--- src/rtl/wb_uart_bridge.sv ---
// Registered Wishbone slave-to-master bridge in front of the UART channel group.
// It keeps one transaction in flight and returns an error pulse if the downstream ack never arrives.
module wb_uart_bridge #(
    parameter int unsigned TIMEOUT = 255,
    parameter int unsigned CH_LO   = 20
) (
    input  logic        wb_clk_i,
    input  logic        wb_rst_n_i,
    input  logic [31:0] s_adr_i,
    input  logic [31:0] s_dat_i,
    input  logic [3:0]  s_sel_i,
    input  logic        s_we_i,
    input  logic        s_stb_i,
    input  logic        s_cyc_i,
    output logic [31:0] s_dat_o,
    output logic        s_ack_o,
    output logic        s_err_o,
    output logic [31:0] m_adr_o,
    output logic [31:0] m_dat_o,
    output logic [3:0]  m_sel_o,
    output logic        m_we_o,
    output logic        m_stb_o,
    output logic        m_cyc_o,
    input  logic [31:0] m_dat_i,
    input  logic        m_ack_i,
    output logic [3:0]  last_ch_o,
    output logic [7:0]  timeout_cnt_o
);

    localparam int unsigned WAIT_W = (TIMEOUT < 1) ? 1 : $clog2(TIMEOUT + 1);
    localparam logic [WAIT_W-1:0] WAIT_LAST = WAIT_W'(TIMEOUT);

    typedef enum logic [1:0] {IDLE, REQ, RESP} state_t;

    state_t            state_q, state_d;
    logic [31:0]       m_adr_q, m_adr_d;
    logic [31:0]       m_dat_q, m_dat_d;
    logic [3:0]        m_sel_q, m_sel_d;
    logic              m_we_q, m_we_d;
    logic [31:0]       s_dat_q, s_dat_d;
    logic              s_ack_q, s_ack_d;
    logic              s_err_q, s_err_d;
    logic [3:0]        last_ch_q, last_ch_d;
    logic [7:0]        tmo_cnt_q, tmo_cnt_d;
    logic [WAIT_W-1:0] wait_q, wait_d;

    always_comb begin
        state_d   = state_q;
        m_adr_d   = m_adr_q;
        m_dat_d   = m_dat_q;
        m_sel_d   = m_sel_q;
        m_we_d    = m_we_q;
        s_dat_d   = s_dat_q;
        s_ack_d   = 1'b0;
        s_err_d   = 1'b0;
        last_ch_d = last_ch_q;
        tmo_cnt_d = tmo_cnt_q;
        wait_d    = wait_q;
        case (state_q)
            IDLE: begin
                wait_d = '0;
                if (s_cyc_i && s_stb_i && !s_ack_q && !s_err_q) begin
                    m_adr_d = s_adr_i;
                    m_dat_d = s_dat_i;
                    m_sel_d = s_sel_i;
                    m_we_d  = s_we_i;
                    state_d = REQ;
                end
            end
            REQ: begin
                // An ack arriving on the final wait cycle wins over the timeout.
                if (m_ack_i) begin
                    if (!m_we_q) begin
                        s_dat_d = m_dat_i;
                    end
                    s_ack_d   = 1'b1;
                    last_ch_d = m_adr_q[CH_LO +: 4];
                    state_d   = RESP;
                end else if (wait_q == WAIT_LAST) begin
                    s_err_d   = 1'b1;
                    last_ch_d = m_adr_q[CH_LO +: 4];
                    if (tmo_cnt_q != 8'hFF) begin
                        tmo_cnt_d = tmo_cnt_q + 8'd1;
                    end
                    state_d = RESP;
                end else begin
                    wait_d = wait_q + 1'b1;
                end
            end
            RESP: begin
                wait_d  = '0;
                state_d = IDLE;
            end
            default: begin
                state_d = IDLE;
            end
        endcase
    end

    always_ff @(posedge wb_clk_i) begin
        if (!wb_rst_n_i) begin
            state_q   <= IDLE;
            m_adr_q   <= '0;
            m_dat_q   <= '0;
            m_sel_q   <= '0;
            m_we_q    <= 1'b0;
            s_dat_q   <= '0;
            s_ack_q   <= 1'b0;
            s_err_q   <= 1'b0;
            last_ch_q <= '0;
            tmo_cnt_q <= '0;
            wait_q    <= '0;
        end else begin
            state_q   <= state_d;
            m_adr_q   <= m_adr_d;
            m_dat_q   <= m_dat_d;
            m_sel_q   <= m_sel_d;
            m_we_q    <= m_we_d;
            s_dat_q   <= s_dat_d;
            s_ack_q   <= s_ack_d;
            s_err_q   <= s_err_d;
            last_ch_q <= last_ch_d;
            tmo_cnt_q <= tmo_cnt_d;
            wait_q    <= wait_d;
        end
    end

    // The downstream strobe is simply "in REQ", so it drops on the edge that leaves REQ.
    assign m_cyc_o       = (state_q == REQ);
    assign m_stb_o       = (state_q == REQ);
    assign m_adr_o       = m_adr_q;
    assign m_dat_o       = m_dat_q;
    assign m_sel_o       = m_sel_q;
    assign m_we_o        = m_we_q;
    assign s_dat_o       = s_dat_q;
    assign s_ack_o       = s_ack_q;
    assign s_err_o       = s_err_q;
    assign last_ch_o     = last_ch_q;
    assign timeout_cnt_o = tmo_cnt_q;

endmodule

--- config.mk ---
export PLATFORM = sky130hd
export DESIGN_NAME = wb_uart_bridge
export DESIGN_NICKNAME = d
export VERILOG_FILES = /design/src/rtl/wb_uart_bridge.sv
export SDC_FILE = /design/constraint.sdc
export NUM_CORES = 1
export LEC_CHECK = 0
export ABC_AREA = 1
export CAP_MARGIN = 15
export CORE_AREA = 2 2 112 114
export CTS_BUF_LIST = sky130_fd_sc_hd__clkbuf_16
export DETAILED_ROUTE_END_ITERATION = 12
export DIE_AREA = 0 0 114 116
export PLACE_DENSITY = 0.76
export SYNTH_ARGS = -nofsm -noshare
export SYNTH_HDL_FRONTEND = slang
export SYNTH_SLANG_ARGS = --single-unit
--- constraint.sdc ---
create_clock -name wb_clk_i -period 1.8 [get_ports wb_clk_i]
set_clock_uncertainty 0.2 [all_clocks]
set_input_delay 0.36 -clock wb_clk_i [delete_from_list [all_inputs] [get_ports wb_clk_i]]
set_output_delay 0.36 -clock wb_clk_i [all_outputs]
set_load 0.02 [all_outputs]
==> flow_summary.ini <==
[clock_tree]
numCtsBuffers = 17
clk_path_buf_depth = 2
cts_root_buf = clkbuf_16
tritoncts = done
htreeDepth = 4
hold_buffers = 0
cts_num_sinks = 125
clk_latency_ps = 410
path_clk_slew_ps = 50

[floorplan]
die_y_um = 116
coreArea_um2 = 11900
dieArea_um2 = 13200
die_x_um = 114
rows = 40
ios = 223
initial_core_util_pct = 41.8

[grt]
grt_overflow = 0
grt_pass1_vias = 4838
grt.total_usage_pct = 21.1
grt_max_degree = 55
antenna_found_initial = 0
grt_first_pass_wirelength_mm = 22.2

[yosys]
synth-adder-area-share_pct = 0.502
synth_largest_area_cell = dfxtp_1
postSynthAreaPerCell_um2 = 7.90
synth_top_area_share_pct = 50.2
syn-num-nets = 739
synthSimpleGateAreaFrac_pct = 17.6
yosysUniqueCellTypes = 26
synth_area_leaders = dfxtp_1 (50%), a21oi_1 (8.3%), o21ai_0 (7.3%), inv_1 (7.3%), nor2_1 (4.1%)
muxShareOfSynthArea_pct = 0
synth_compound_area_share_pct = 19.2
syn_inst = 631
synth_area_um2 = 4980
ys_seq_area_share_pct = 50.2
synthXorXnorAreaFrac_pct = 0.176
yosysWarningCount = 0
synth_top_family_by_area = compound AO/OA/AOI/OAI gates
ys_ff_latch = 125

[place]
dp_cells = 993
portBuffers = 222
place_congestion = 0.858
dp_hpwl_mm = 10.4

[pwr]
power_leakage_nw = 3.64
power.density_nw_per_um2 = 925
vdd_drop_max_mv = 0.835

[worst_setup_path]
reg2reg_from = wait_q[0]
worstPathArrival_ps = 1180
r2r_slack_ps = 130
critical_path.top_delay_family = buffers and inverters
path_cells = dlygate4sd2_1
reg2reg_depth = 8
path_buf_inv = 1
cp-end-kind = output pin
cp_slowest_cell = dlygate4sd2_1
r2r-end = timeout_cnt_o[0]
slowest_delay_ps = 390
worst-path-max-fanout = 5
worstPathRequired_ps = 1240
path_class = register to output pin
start_kind = register

[final_layout]
fillers = 1022
synthToLayoutAreaGrowth_pct = 57.6
drive_gt1_share_pct = 11.6
post-route-util_pct = 66.0
layout.nets = 973
multi_input_area_um2 = 1870
post_layout_nonfiller_instances = 1026
seq_area_um2 = 2500

[route]
wirelength_mm = 14.0
drt_pre_antenna_iters = 7
via_per_inst = 4.75
drt_iter0_drc = 243
antenna_left = 0
post_drt_wl_per_cell_um = 13.7
drc = 0
vias = 4874

[timing]
max_slew_margin_pct = 73.3
period_share_pct = 96.6
rsz0062_at_grt = no
period_minus_slack_ps = 1740
finalHoldViolCount = 0
max_slew.worst_pin.slew_ps = 401
timing.fmax_mhz = 575
fin_setup_tns_ps = 0
drv_slew = 0
setup_viol = 0

[min_path]
whs_endpoint = wait_q[5]
hp-class = primary input to register
hp-start = wb_rst_n_i
whs_path_depth = 4

[outcome]
status = finished, final reports clean

[run]
cap_viol_max_count = 0
## worst max path at each step
stage / start / to / slack, ps / cells after the start
2_1_floorplan: timeout_cnt_o[0] / timeout_cnt_o[0] / 110 / 8
5_1_grt: timeout_cnt_o[1] / timeout_cnt_o[0] / 1 / 8
6_report: timeout_cnt_o[1] / timeout_cnt_o[1] / 60 / 1
3_3_place_gp: s_stb_i / m_adr_o[21] / -80 / 6
4_1_cts: state_q[0] / m_stb_o / 4 / 3
3_5_place_dp: s_cyc_i / m_adr_o[5] / -130 / 6
## registers in the layout, summed over array words and instances (netlist names)
signal / count
wait_q: 8
s_ack_o: 1
m_dat_o: 32
m_we_o: 1
m_adr_o: 32
last_ch_o: 4
s_err_o: 1
s_dat_o: 32
m_sel_o: 4
timeout_cnt_o: 8
state_q: 2
## routing by layer
metal  global-route usage (%)  wire length [um]  vias up
met5                        0                 0        -
met4                     10.7               450        0
met3                     6.90               934       38
met2                     37.1              7130      161
met1                     22.9              5520     2186
li1                         -                 -     2489
## report_power, final
group | switching (W) | leakage, nW | internal, W
combinational | 0.000528 | 2.33 | 0.000482
clock | 0.00115 | 0.293 | 0.00212
sequential | 0.0000757 | 1.02 | 0.00292
## synthesized netlist by cell type (all sizes together)
master / instances
dfxtp: 125
a21oi: 84
o21bai: 1
clkbuf: 15
nor3: 2
clkinv: 1
nand4: 16
ha: 2
nand3: 18
nor2: 89
nand2: 51
buf: 22
xor2: 1
inv: 99
o21ai: 105
## per-stage QoR
step	power [W]	hold WS [ps]	worst slack, ps	instance area (um2)
floorplan	0.00354	239	109	4980
global placement	0.00415	229	-80.0	7430
detailed placement	0.00417	235	-134	7430
CTS	0.00735	208	3.81	7850
global route	0.00758	241	1.07	7860
finish	0.00727	222	61.2	7860
## cell usage in the layout, fill, tap and decap left out
| master | netlist | layout |
|---|---|---|
| nand3_2 | 1 | 1 |
| o21ai_0 | 73 | 73 |
| nor2_8 | 2 | 2 |
| a21oi_1 | 83 | 83 |
| nor2_2 | 31 | 30 |
| nand2_1 | 47 | 47 |
| clkinv_2 | 0 | 3 |
| o21ai_1 | 32 | 32 |
| dfxtp_2 | 0 | 2 |
| diode_2 | 0 | 1 |
| inv_1 | 97 | 101 |
| clkdlybuf4s15_1 | 0 | 1 |
| nor2_4 | 2 | 3 |
| nand2_4 | 2 | 2 |
| bufinv_16 | 0 | 3 |
| buf_12 | 0 | 5 |
| nand4_1 | 16 | 16 |
| ha_2 | 0 | 1 |
| clkdlybuf4s50_1 | 0 | 104 |
| nor3_1 | 2 | 2 |
| a21oi_2 | 1 | 1 |
| nor2_1 | 54 | 54 |
| nand2_2 | 2 | 2 |
| buf_4 | 2 | 25 |
| buf_2 | 9 | 3 |
| xor2_1 | 1 | 1 |
| nand3_1 | 17 | 17 |
| inv_2 | 2 | 2 |
| dfxtp_1 | 125 | 123 |
| clkbuf_16 | 0 | 17 |
| dlygate4sd2_1 | 0 | 114 |
| ha_1 | 2 | 1 |
| clkinv_1 | 1 | 6 |
| o21bai_1 | 1 | 1 |
## final cells by class
class	count	area share, %
antenna	1	0.0318
timing repair buffer	252	29.9
tap	147	2.34
clock inverter	15	1.77
clock buffer	17	5.41
multi-input combinational	369	23.9
inverter	100	4.78
sequential	125	31.9
## logic make-up (layout without fill, tap and decap cells)
logic type      Yosys count  after routing
compound gates          190            190
xor+xnor                  1              1
fa+ha+maj                 2              2
buf+inv                 137            384
flops                   125            125
other cells               0              1
simple gates            176            176
## repair_timing
item / in CTS / in global routing
pin swaps: 0 / 1
gates cloned: 0 / 0
setup buffers: 0 / 0
gates resized for setup: 122 / 6
setup endpoints to repair: 117 / 7
Note: power is estimated with default switching activity, not from simulation.
